$ cat config.mk
export PLATFORM = sky130hd
export DESIGN_NAME = mult_error_accumulator
export DESIGN_NICKNAME = d
export VERILOG_FILES = /design/src/rtl/mult_err_pkg.sv /design/src/rtl/mult_abs_err.sv /design/src/rtl/mult_error_accumulator.sv
export SDC_FILE = /design/constraint.sdc
export NUM_CORES = 1
export LEC_CHECK = 0
export CAP_MARGIN = 10
export CORE_ASPECT_RATIO = 0.9
export CORE_MARGIN = 3
export CORE_UTILIZATION = 52
export DETAILED_ROUTE_END_ITERATION = 10
export MAX_ROUTING_LAYER = met4
export PLACE_DENSITY = 0.78
export SETUP_SLACK_MARGIN = 0.1
export SLEW_MARGIN = 20
export SYNTH_ARGS = -nofsm -noshare
export SYNTH_HDL_FRONTEND = slang
export SYNTH_SLANG_ARGS = --single-unit
$ cat constraint.sdc
create_clock -name clk -period 5.05 [get_ports clk]
set_input_delay 0.505 -clock clk [delete_from_list [all_inputs] [get_ports clk]]
set_output_delay 0.505 -clock clk [all_outputs]
set_load 0.01 [all_outputs]
$ cat src/rtl/mult_err_pkg.sv
// Shared types, default widths and arithmetic helpers for the multiplier error accumulator.
package mult_err_pkg;

    typedef enum logic [1:0] {
        IDLE  = 2'd0,
        RUN   = 2'd1,
        DRAIN = 2'd2,
        DONE  = 2'd3
    } state_t;

    localparam int DEF_M = 8;
    localparam int DEF_N = 8;

    // One extra bit so an exhaustive sweep of 2^(M+N) samples is representable.
    function automatic int cnt_w(input int m, input int n);
        return m + n + 1;
    endfunction

    function automatic int sum_w(input int m, input int n);
        return 2 * (m + n) + 1;
    endfunction

    // Unsigned add clamped to max_val; callers zero-extend operands to 64 bits.
    function automatic logic [63:0] sat_add(input logic [63:0] acc,
                                            input logic [63:0] inc,
                                            input logic [63:0] max_val);
        logic [64:0] s;
        s = {1'b0, acc} + {1'b0, inc};
        if (s > {1'b0, max_val})
            return max_val;
        return s[63:0];
    endfunction

endpackage

$ cat src/rtl/mult_abs_err.sv
// Exact unsigned product and |prod - a*b|; the error sign is exported when MULT_ERR_BIAS_EN is defined.
module mult_abs_err #(
    parameter int M   = 8,
    parameter int N   = 8,
    parameter int P_W = M + N
) (
    input  logic [M-1:0]   a,
    input  logic [N-1:0]   b,
    input  logic [P_W-1:0] prod,
    output logic [P_W-1:0] abs_err
`ifdef MULT_ERR_BIAS_EN
    ,
    output logic           neg
`endif
);

    logic [P_W-1:0] exact;
    logic [P_W:0]   diff;

    assign exact = P_W'(a) * P_W'(b);
    // One guard bit so the borrow tells which operand is larger.
    assign diff    = {1'b0, prod} - {1'b0, exact};
    assign abs_err = diff[P_W] ? (exact - prod) : diff[P_W-1:0];

`ifdef MULT_ERR_BIAS_EN
    assign neg = diff[P_W];
`endif

endmodule

$ cat src/rtl/mult_error_accumulator.sv
// Error-statistics accumulator for a multiplier under test: two-stage pipeline plus run control.
// Optional signed-bias output is enabled by defining MULT_ERR_BIAS_EN.
module mult_error_accumulator
    import mult_err_pkg::*;
#(
    parameter int M     = DEF_M,
    parameter int N     = DEF_N,
    parameter int P_W   = M + N,
    parameter int CNT_W = cnt_w(M, N),
    parameter int SUM_W = sum_w(M, N)
) (
    input  logic             clk,
    input  logic             rst,
    input  logic             start,
    input  logic [CNT_W-1:0] num_samples,
    input  logic             in_valid,
    output logic             in_ready,
    input  logic [M-1:0]     in_a,
    input  logic [N-1:0]     in_b,
    input  logic [P_W-1:0]   in_prod,
    output logic             busy,
    output logic             done,
    output logic [CNT_W-1:0] total_cnt,
    output logic [CNT_W-1:0] mismatch_cnt,
    output logic [SUM_W-1:0] sum_abs_err,
    output logic [P_W-1:0]   max_abs_err,
    output logic [M-1:0]     max_err_a,
    output logic [N-1:0]     max_err_b
`ifdef MULT_ERR_BIAS_EN
    ,
    output logic signed [SUM_W:0] sum_signed_err
`endif
);

    localparam logic [63:0] SUM_MAX = {{(64-SUM_W){1'b0}}, {SUM_W{1'b1}}};

    state_t           state_reg, state_next;
    logic             start_accept;
    logic             transfer;
    logic [CNT_W-1:0] target_reg, accepted_reg;

    logic             s1_valid_reg;
    logic [M-1:0]     s1_a_reg;
    logic [N-1:0]     s1_b_reg;
    logic [P_W-1:0]   s1_abs_reg;
    logic [P_W-1:0]   abs_err_w;

    logic             s2_valid_reg;
    logic [CNT_W-1:0] total_reg, mismatch_reg;
    logic [SUM_W-1:0] sum_abs_reg;
    logic [P_W-1:0]   max_err_reg;
    logic [M-1:0]     max_a_reg;
    logic [N-1:0]     max_b_reg;

    assign in_ready = (state_reg == RUN) && (accepted_reg < target_reg);
    assign transfer = in_valid && in_ready;
    assign busy     = (state_reg == RUN) || (state_reg == DRAIN);
    assign done     = (state_reg == DONE);

    always_comb begin
        state_next   = state_reg;
        start_accept = 1'b0;
        case (state_reg)
            IDLE, DONE: begin
                if (start) begin
                    start_accept = 1'b1;
                    state_next   = (num_samples == '0) ? DONE : RUN;
                end
            end
            RUN: begin
                if (transfer && (accepted_reg + CNT_W'(1) == target_reg))
                    state_next = DRAIN;
            end
            DRAIN: begin
                if (!s1_valid_reg && !s2_valid_reg)
                    state_next = DONE;
            end
            default: state_next = IDLE;
        endcase
    end

    always_ff @(posedge clk or posedge rst) begin
        if (rst) begin
            state_reg    <= IDLE;
            target_reg   <= '0;
            accepted_reg <= '0;
        end else begin
            state_reg <= state_next;
            if (start_accept) begin
                target_reg   <= num_samples;
                accepted_reg <= '0;
            end else if (transfer) begin
                accepted_reg <= accepted_reg + CNT_W'(1);
            end
        end
    end

`ifdef MULT_ERR_BIAS_EN
    logic neg_w;
    logic s1_neg_reg;
`endif

    mult_abs_err #(.M(M), .N(N), .P_W(P_W)) u_abs (
        .a       (in_a),
        .b       (in_b),
        .prod    (in_prod),
        .abs_err (abs_err_w)
`ifdef MULT_ERR_BIAS_EN
        ,
        .neg     (neg_w)
`endif
    );

    // Stage 1: capture the error magnitude and operands of each accepted sample.
    always_ff @(posedge clk or posedge rst) begin
        if (rst) begin
            s1_valid_reg <= 1'b0;
            s1_a_reg     <= '0;
            s1_b_reg     <= '0;
            s1_abs_reg   <= '0;
`ifdef MULT_ERR_BIAS_EN
            s1_neg_reg   <= 1'b0;
`endif
        end else begin
            s1_valid_reg <= transfer;
            if (transfer) begin
                s1_a_reg   <= in_a;
                s1_b_reg   <= in_b;
                s1_abs_reg <= abs_err_w;
`ifdef MULT_ERR_BIAS_EN
                s1_neg_reg <= neg_w;
`endif
            end
        end
    end

    // Stage 2: accumulate; the strict compare keeps the earliest sample on ties.
    always_ff @(posedge clk or posedge rst) begin
        if (rst) begin
            s2_valid_reg <= 1'b0;
            total_reg    <= '0;
            mismatch_reg <= '0;
            sum_abs_reg  <= '0;
            max_err_reg  <= '0;
            max_a_reg    <= '0;
            max_b_reg    <= '0;
        end else if (start_accept) begin
            s2_valid_reg <= 1'b0;
            total_reg    <= '0;
            mismatch_reg <= '0;
            sum_abs_reg  <= '0;
            max_err_reg  <= '0;
            max_a_reg    <= '0;
            max_b_reg    <= '0;
        end else begin
            s2_valid_reg <= s1_valid_reg;
            if (s1_valid_reg) begin
                total_reg <= total_reg + CNT_W'(1);
                if (s1_abs_reg != '0)
                    mismatch_reg <= mismatch_reg + CNT_W'(1);
                sum_abs_reg <= SUM_W'(sat_add({{(64-SUM_W){1'b0}}, sum_abs_reg},
                                              {{(64-P_W){1'b0}}, s1_abs_reg},
                                              SUM_MAX));
                if (s1_abs_reg > max_err_reg) begin
                    max_err_reg <= s1_abs_reg;
                    max_a_reg   <= s1_a_reg;
                    max_b_reg   <= s1_b_reg;
                end
            end
        end
    end

`ifdef MULT_ERR_BIAS_EN
    localparam int W_S = ((P_W > SUM_W) ? P_W : SUM_W) + 2;
    localparam logic signed [W_S-1:0] S_MAX = {{(W_S-SUM_W){1'b0}}, {SUM_W{1'b1}}};
    localparam logic signed [W_S-1:0] S_MIN = ~S_MAX;

    logic signed [SUM_W:0]  sum_signed_reg;
    logic        [W_S-1:0]  err_mag;
    logic signed [W_S-1:0]  err_s, sum_s, sat_s;

    // Wide enough that the raw sum never overflows before clamping.
    always_comb begin
        err_mag = {{(W_S-P_W){1'b0}}, s1_abs_reg};
        err_s   = s1_neg_reg ? -$signed(err_mag) : $signed(err_mag);
        sum_s   = $signed({{(W_S-SUM_W-1){sum_signed_reg[SUM_W]}}, sum_signed_reg}) + err_s;
        sat_s   = sum_s;
        if (sum_s > S_MAX)
            sat_s = S_MAX;
        else if (sum_s < S_MIN)
            sat_s = S_MIN;
    end

    always_ff @(posedge clk or posedge rst) begin
        if (rst)
            sum_signed_reg <= '0;
        else if (start_accept)
            sum_signed_reg <= '0;
        else if (s1_valid_reg)
            sum_signed_reg <= (SUM_W+1)'(sat_s);
    end

    assign sum_signed_err = sum_signed_reg;
`endif

    assign total_cnt    = total_reg;
    assign mismatch_cnt = mismatch_reg;
    assign sum_abs_err  = sum_abs_reg;
    assign max_abs_err  = max_err_reg;
    assign max_err_a    = max_a_reg;
    assign max_err_b    = max_b_reg;

endmodule
# Word-level counts from Yosys, hierarchy flattened
# Cells that the tools add are included.
[totals] out_inout_bits=102 regBits=169 mem_count=0 in_bits=53 ram_bits=0 rom_bits=0 elab_cells=81 latch_bits=0
[classes] n_bitwise=0 n_lt_le_gt_ge=3 n_reduce_logical=18 mux=32 addsub=6 n_eq_ne=7 div_mod_pow=0 mul=1 shifts=0
[ops] cell="33-bit 2-to-1 mux" count=4
[ops] cell="17-bit 2-to-1 mux" count=7
[ops] cell="16-bit 2-to-1 mux" count=4
[ops] cell="17-bit by 1-bit adder with 17-bit output, second input constant" count=3
[ops] cell="8-bit 2-to-1 mux" count=6
[ops] cell="33-bit by 16-bit adder with 34-bit output" count=1
[ops] cell="34-bit by 33-bit > comparator with 1-bit output, second input constant" count=1
[ops] cell="17-bit == test" count=1
[ops] cell="17-bit logical NOT" count=1
[ops] cell="17-bit < comparator" count=1
[ops] cell="16-bit by 16-bit subtractor with 17-bit output" count=1
[ops] cell="16-bit > comparator" count=1
[ops] cell="8-bit by 8-bit multiplier with 16-bit output" count=1
[ops] cell="16-bit nonzero test" count=1
[ops] cell="16-bit subtractor" count=1
[ops] cell="2-bit 2-to-1 mux" count=4
[ops] cell="2-bit nonzero test" count=4
[ops] cell="1-bit 2-to-1 mux" count=6
[ops] cell="2-bit one-hot mux with 3 select lines" count=1
[ops] cell="2-bit == test, second input constant" count=2
[ops] cell="1-bit logical AND" count=4
[ops] cell="2-bit by 1-bit inequality test with 1-bit output, second input constant" count=2
[ops] cell="2-bit AND reduction" count=2
[ops] cell="3-bit AND reduction" count=1
[ops] cell="6 further kinds" count=7

# Logic depth before layout (Yosys ltp)
# Gate-level depths: netlist of the first run.
[depth] depth_word=8 ltp_mapped=28 depth_no_buf=27

# Modules after synthesis
# A second synthesis of the first run with hierarchy kept.
[unflattened] cells_unflattened=1480 area_unflattened_um2=13412.9
[modules_own_cells] module="mult_error_accumulator" cells_per_inst=1009 n_inst=1 area_per_inst_um2=9649.3
[modules_own_cells] module="mult_abs_err" cells_per_inst=471 n_inst=1 area_per_inst_um2=3763.6

# Worst setup path after synthesis of the first run
# No wires, ideal clock.
[synth_path] path_kind="input to register" start="input in_a[1]" end="register s1_abs_reg[11]" t_required_ns=4.925 arrival_time_ns=6.092 slack_ns=-1.167 cell_stages=24 cell_sequence="and2_1 -> fa_1 -> fa_1 -> inv_1 -> fa_1 -> fa_1 -> inv_1 -> ha_1 -> a21oi_1 -> o21bai_1 -> a21oi_1 -> o21ba_2 -> o21ai_0 -> or2_2 -> xor2_1 -> ha_1 -> a211oi_2 -> o21ai_2 -> o21ai_4 -> a31oi_4 -> or3_1 -> a41o_1 -> xor2_1 -> mux2_2"
[synth_between] elab_chain_len=3 word_cells_on_any_way=4 cone_classes="2 x add/sub; 1 x mul; 1 x mux"
[synth_rtl] element="from (decl)" line_no="mult_error_accumulator.sv:18" rtl="input logic [M-1:0] in_a,"
[synth_rtl] element="8-bit by 8-bit multiplier with 16-bit output *" line_no="mult_abs_err.sv:20" rtl="assign exact = P_W'(a) * P_W'(b);"
[synth_rtl] element="16-bit by 16-bit subtractor with 17-bit output or 16-bit subtractor (tied branches)" line_no="mult_abs_err.sv:22, mult_abs_err.sv:23"
[synth_rtl] element="16-bit 2-to-1 mux *" line_no="mult_abs_err.sv:23" rtl="assign abs_err = diff[P_W] ? (exact - prod) : diff[P_W-1:0];"
[synth_rtl] element="to (signal assigned)" line_no="mult_error_accumulator.sv:129" rtl="s1_abs_reg <= abs_err_w;"
[synth_rtl] element="to (decl)" line_no="mult_error_accumulator.sv:45" rtl="logic [P_W-1:0] s1_abs_reg;"
# Mark *: on every way between the ends. The rest lies on a longest branch, timed or not.
# A chain may end at the register's enable or synchronous reset.

# Final worst setup path of the first run
[layout_path] start="input in_a[3]" end="register s1_abs_reg[15]"
# Same word-level chain as after synthesis.

==> results of run 1 <==
[report_power, final]
part	total, mW	internal [mW]	switching (mW)
Clock	1.43	0.841	0.585
Combinational	6.56	3.31	3.25
Sequential	2.01	1.63	0.389
[worst reg2reg max path, stage by stage, from the launching register on]
cell and delay [ns]:
dfrtp_1 0.50, ha_1 0.36, nand4_1 0.11, or2_2 0.34, o41ai_1 0.43, a21oi_1 0.11
nand2_2 0.76, mux2i_1 0.30, nor2_1 0.07
[per-layer routing]
layer | GRT usage | vias to the layer above | part of all wire
met3 | 0.04675 | 66 | 0.058
li1 | - | 5334 | -
met2 | 0.4161 | 327 | 0.48
met4 | 0.06461 | 0 | 0.020
met5 | - | - | 0
met1 | 0.3484 | 5528 | 0.45
[kinds of logic after synthesis]
kind of cell               Yosys count
muxes                               68
DFF                                169
AOI/OAI and AO/OA                  283
xor gates and xnor gates           108
buffers and inverters              181
adders and majority gates          162
and+or+nand+nor                    426
[worst max-delay path by stage]
stage,from,end,cells after the start
4_1_cts,in_b[4],s1_abs_reg[11],28
3_3_place_gp,in_a[3],s1_abs_reg[9],27
2_1_floorplan,in_a[3],s1_abs_reg[15],25
6_report,in_a[3],s1_abs_reg[15],27
5_1_grt,in_b[5],s1_abs_reg[15],27
3_5_place_dp,in_a[3],s1_abs_reg[9],27
[repair_timing]
| action | in CTS | in global routing |
|---|---|---|
| hold buffers | 0 | 0 |
| buffers inserted | 13 | 1 |
| endpoints found under the hold margin | 0 | 0 |
| pin swaps | 48 | 43 |
| setup endpoints to repair | 15 | 15 |
| resized for setup | 121 | 47 |
[layout make-up]
class / instances / area, um2 / area share
clock buffer: 17 / 425.4 / 0.02548
clock inverter: 15 / 210.2 / 0.01259
inverter: 136 / 514.2 / 0.03080
multi-input combinational: 1047 / 8312 / 0.4978
sequential: 169 / 4229 / 0.2533
tap: 302 / 377.9 / 0.02263
timing repair buffer: 289 / 2628 / 0.1574
[synthesized netlist by cell type (all sizes together), types with 3 or more instances]
library cell	number	share of area
xor2	60	0.041
o41ai	4	0.0027
o221ai	3	0.0020
o21a	8	0.0047
nor2	137	0.040
a211o	3	0.0020
a21oi	83	0.034
o211ai	5	0.0029
or3	6	0.0029
a21boi	3	0.0017
o22ai	3	0.0015
fa	39	0.061
and3	16	0.0078
nand2	85	0.025
o21ai	78	0.031
a211oi	13	0.0084
nand4	26	0.013
ha	123	0.12
a311oi	3	0.0020
a2111oi	3	0.0020
nand3b	3	0.0017
a31o	4	0.0027
xnor2	48	0.033
o21bai	8	0.0047
nor3	22	0.0089
and2	62	0.030
nor2b	9	0.0044
dfrtp	169	0.33
a31oi	17	0.0099
nand3	27	0.011
clkbuf	26	0.0077
nor4	12	0.0070
mux2i	47	0.037
inv	136	0.040
mux2	21	0.019
buf	19	0.0086
and4	4	0.0027
or2	7	0.0034
a21o	26	0.015
==> flow_summary.json, run 1 <==
{
  "outcome": "complete, but fails checks",
  "violations": "setup timing",
  "synthSimpleGateAreaFrac": 0.1637,
  "relSlewSlack": 0.3189,
  "hold_path.startpoint": "in_a[5]",
  "dpl-instance-area_um2": 15630,
  "core_um2": 23870,
  "rsz0062_at_grt": "true",
  "drc": 0,
  "p_leak_nw": 7.965,
  "port_buffers": 154,
  "fin_worst_skew_ns": 0.01161,
  "totalWireLength_um": 33530,
  "arrival_ns": 6.01,
  "synth_compound_area_frac": 0.1431,
  "syn2layout_area_growth_pct": 29.68,
  "ys_warn_count": 0,
  "setup_ws_ns": -0.6524,
  "cts.sinks": 169,
  "row_count": 53,
  "crit_buf_inv": 5,
  "n_fill_cell": 1781,
  "yosysSeqAreaShare": 0.3285,
  "ys_types": 79,
  "layout_commonest_cell": "dfrtp_1",
  "fmax_mhz": 175.4,
  "cp_top_family": "adder cells",
  "holdPathStages": 2,
  "synth_fa_ha_area_frac": 0.1802,
  "grt_first_pass_wirelength_um": 55410,
  "cp-start-kind": "primary input",
  "synth_enable_flop_cells": 0,
  "fin_crit_ns": 5.702,
  "synth_top_family_by_area": "adder cells",
  "hold-worst-slack_ns": 0.3467,
  "hold_violations": 0,
  "final_util": 0.6994,
  "globalRouteTotalUtil": 0.2608,
  "netlist_instances": 1397,
  "power_mw": 10.01,
  "min_path_type": "in2reg",
  "cp_max_fo": 7,
  "drtIter0Drc": 775,
  "period_share": 1.129,
  "design.portCount": 155,
  "clkLatencyLatePin_ns": 0.43,
  "die_area_um2": 26690,
  "numCtsBuffers": 17,
  "max-cap-violations": 0,
  "antenna_found_initial": 0,
  "ir_drop_uv": 731.2,
  "dp_slack_ns": -1.746,
  "r2r-start": "s1_abs_reg[15]",
  "die_w_um": 171.9,
  "antenna_left": 0,
  "dp_hpwl_um": 24680,
  "chipHeight_um": 155.3,
  "layout.cells.non_filler": 1975,
  "setup_viol": 15,
  "wire_per_inst_um": 16.98,
  "gp_congestion": 0.9296,
  "placed_cells": 1931,
  "antenna_cells": 0,
  "vias_per_cell": 5.699,
  "setup_tns_ns": -8.262,
  "async_reset_ff_frac": 1.000,
  "num_vias": 11260,
  "crit_path_end_kind": "flop",
  "holdPathEnd": "s1_a_reg[5]",
  "grt_pass1_vias": 11260,
  "timing.rr.end": "max_err_a[6]",
  "layout-drive-gt1-share": 0.1829,
  "crit_type": "in2reg",
  "tritoncts": "built",
  "cts.path.max_buffers": 2,
  "cp.required_ns": 5.36,
  "drv_slew": 0,
  "final_cell_mix": "169 x dfrtp_1, 138 x clkdlybuf4s50_1, 134 x nor2_1",
  "synth.area.mux_share": 0.05520,
  "p_per_area_nw_per_um2": 599.3,
  "syn_area_per_cell_um2": 9.216,
  "rrSetupSlack_ns": 1.92,
  "htree_levels": 4,
  "slowest_stage": "fa_1",
  "grt_overflow": 0,
  "worstMarginPinSlew_ns": 1.018,
  "ys_seq_elements": 169,
  "clk_pin_slew_worst_paths_ns": 0.06,
  "fin_nets": 1875,
  "drt_first_pass_iters": 7,
  "synth_fp_nets": 1612,
  "cts_root_buffer": "clkbuf_16",
  "largest_reg_flops": 33,
  "cpPeakStageDelay_ns": 0.52,
  "syn_area_um2": 12870,
  "yosys.area_share.xor_xnor": 0.07347,
  "ys.flop_type": "dfrtp_1",
  "rr_worst_depth": 8,
  "grt_max_degree": 170,
  "initial_core_util": 0.5393,
  "final_cell_area_um2": 16700
}
(Power assumes the default switching activity.)
==> run 2, diff against run 1 <==
--- a/config.mk
+++ b/config.mk
@@ -7,7 +7,7 @@
 export LEC_CHECK = 0
 export CAP_MARGIN = 10
 export CORE_ASPECT_RATIO = 0.9
-export CORE_MARGIN = 3
+export CORE_MARGIN = 2
 export CORE_UTILIZATION = 52
 export DETAILED_ROUTE_END_ITERATION = 10
 export MAX_ROUTING_LAYER = met4
==> flow_summary.json, run 2 (synthesized netlist as in run 1, its figures left out) <==
{
  "cp_top_family": "adder cells",
  "final_cell_mix": "169 x dfrtp_1, 140 x buf_4, 138 x clkdlybuf4s50_1",
  "period_share": 1.132,
  "antenna_found_initial": 0,
  "ctsHoldBuffers": 0,
  "rr_worst_depth": 8,
  "largest_reg_flops": 33,
  "die_area_um2": 26040,
  "crit_type": "in2reg",
  "hold-worst-slack_ns": 0.4190,
  "hold_path.startpoint": "in_b[7]",
  "fin_nets": 1885,
  "r2r-start": "accepted_reg[10]",
  "num_vias": 11220,
  "arrival_ns": 6.04,
  "outcome": "complete, but fails checks",
  "fmax_mhz": 174.9,
  "tritoncts": "built",
  "worstMarginPinSlew_ns": 1.024,
  "cp_common_cell": "fa_1",
  "p_per_area_nw_per_um2": 599.0,
  "cp_max_fo": 6,
  "fin_worst_skew_ns": 0.01063,
  "antenna_cells": 0,
  "timing.rr.end": "s1_a_reg[6]",
  "clk_pin_slew_worst_paths_ns": 0.07,
  "core_um2": 24260,
  "design.portCount": 155,
  "drtIter0Drc": 723,
  "p_leak_nw": 7.979,
  "fin_crit_ns": 5.716,
  "vias_per_cell": 5.633,
  "globalRouteTotalUtil": 0.2664,
  "rsz0062_at_grt": "true",
  "setup_viol": 15,
  "cts.path.max_buffers": 2,
  "relSlewSlack": 0.3148,
  "dp_hpwl_um": 25240,
  "row_count": 54,
  "port_buffers": 154,
  "htree_levels": 4,
  "drt_first_pass_iters": 5,
  "crit_path_end_kind": "flop",
  "hold_violations": 0,
  "gp_congestion": 0.8998,
  "syn2layout_area_growth_pct": 30.16,
  "setup_ws_ns": -0.6661,
  "totalWireLength_um": 33520,
  "layout_commonest_cell": "dfrtp_1",
  "crit_buf_inv": 5,
  "die_w_um": 169.9,
  "slowest_stage": "fa_1",
  "ir_drop_uv": 662.7,
  "cts_root_buffer": "clkbuf_16",
  "chipHeight_um": 153.3,
  "numCtsBuffers": 17,
  "cpPeakStageDelay_ns": 0.58,
  "rrSetupSlack_ns": 1.92,
  "drv_slew": 0,
  "grt_first_pass_wirelength_um": 54770,
  "grt_pass1_vias": 11070,
  "max-cap-violations": 0,
  "layout-drive-gt1-share": 0.1842,
  "antenna_left": 0,
  "wire_per_inst_um": 16.83,
  "grt_max_degree": 104,
  "cp-start-kind": "primary input",
  "violations": "setup timing",
  "initial_core_util": 0.5308,
  "clkLatencyLatePin_ns": 0.44,
  "drc": 0,
  "holdPathEnd": "s1_b_reg[7]",
  "n_fill_cell": 1845,
  "final_util": 0.6909,
  "grt_overflow": 0,
  "path_cells": "buf_8 > buf_4 > and2_1 > fa_1 > fa_1 > fa_1 > inv_1 > fa_1 > inv_1 > ha_4 > inv_1 > o21ba_4 > o21ai_4 > or2_4 > xor2_4 > ha_4 > a211oi_2 > o21ai_2 > o21ai_4 > a31oi_4 > or3_4 > a41o_1 > xor2_1 > mux2_4",
  "cts.sinks": 169,
  "cp.required_ns": 5.37,
  "holdPathStages": 3,
  "min_path_type": "in2reg"
}
run 2: cell count changes in the layout (fill, tap and decap cells not counted), moves of 2 or more:
cell / before / now
a21oi_1: 73 / 71
and2_4: 14 / 6
inv_2: 10 / 5
ha_2: 3 / 1
buf_4: 127 / 140
buf_12: 3 / 1
inv_1: 125 / 129
inv_6: 6 / 4
clkbuf_1: 0 / 2
bufinv_16: 4 / 2
and2_1: 48 / 56
clkinvlp_4: 2 / 4
buf_6: 15 / 12
run 2: layout make-up:
cell class / instances / area [um2] / area share
Multi-Input combinational cell: 1047 / 8349 / 0.4982
Tap cell: 308 / 385.4 / 0.02300
Clock inverter: 12 / 140.1 / 0.008363
Clock buffer: 20 / 446.7 / 0.02666
Inverter: 136 / 516.7 / 0.03084
Timing Repair Buffer: 299 / 2690 / 0.1605
Sequential cell: 169 / 4229 / 0.2524
run 2: worst max-delay path by stage:
stage / from / end / slack [ns] / cells after the start
after floorplan: in_a[3] / s1_abs_reg[15] / -0.81 / 25
after global placement: in_a[3] / s1_abs_reg[15] / -1.58 / 26
after detailed placement: in_a[3] / s1_abs_reg[15] / -1.74 / 26
after CTS: in_a[2] / s1_abs_reg[11] / -0.72 / 28
after global routing: in_b[3] / s1_abs_reg[11] / -0.81 / 28
final: in_a[2] / s1_abs_reg[11] / -0.67 / 24
run 2: timing repair:
action                                  4_1_cts  5_1_grt
pin swaps                                    37       39
endpoints found under the setup margin       15       15
resized for setup                           115       45
setup buffers                                 8        6
endpoints found under the hold margin         0        0
run 2: stage by stage:
stage                     instance area (um2)  total power [mW]  setup slack (ns)  instances  TNS (ns)
after floorplan                         12970             5.662           -0.8122       1397    -9.751
after global placement                  15700             7.884            -1.582       1945    -22.53
after detailed placement                15700             8.033            -1.743       1945    -24.88
after CTS                               16520             9.655           -0.7201       1985    -8.842
after global routing                    16760             10.76           -0.8106       1991    -9.806
final                                   16760             10.04           -0.6661       1991    -7.255
run 2: where the power goes:
group          total (mW)  internal, mW  switching (mW)
sequential           2.02          1.63           0.393
clock                1.31         0.748           0.563
combinational        6.71          3.39            3.31
run 2: worst min-delay path, stage by stage:
cell and delay (ns):
buf_6 0.09, buf_4 0.10, mux2_2 0.13
run 2: metal layers:
metal | global-route usage | part of all wire
met4 | 0.05495 | 0.011
met5 | - | 0
met1 | 0.3573 | 0.45
met3 | 0.04039 | 0.052
met2 | 0.4311 | 0.49
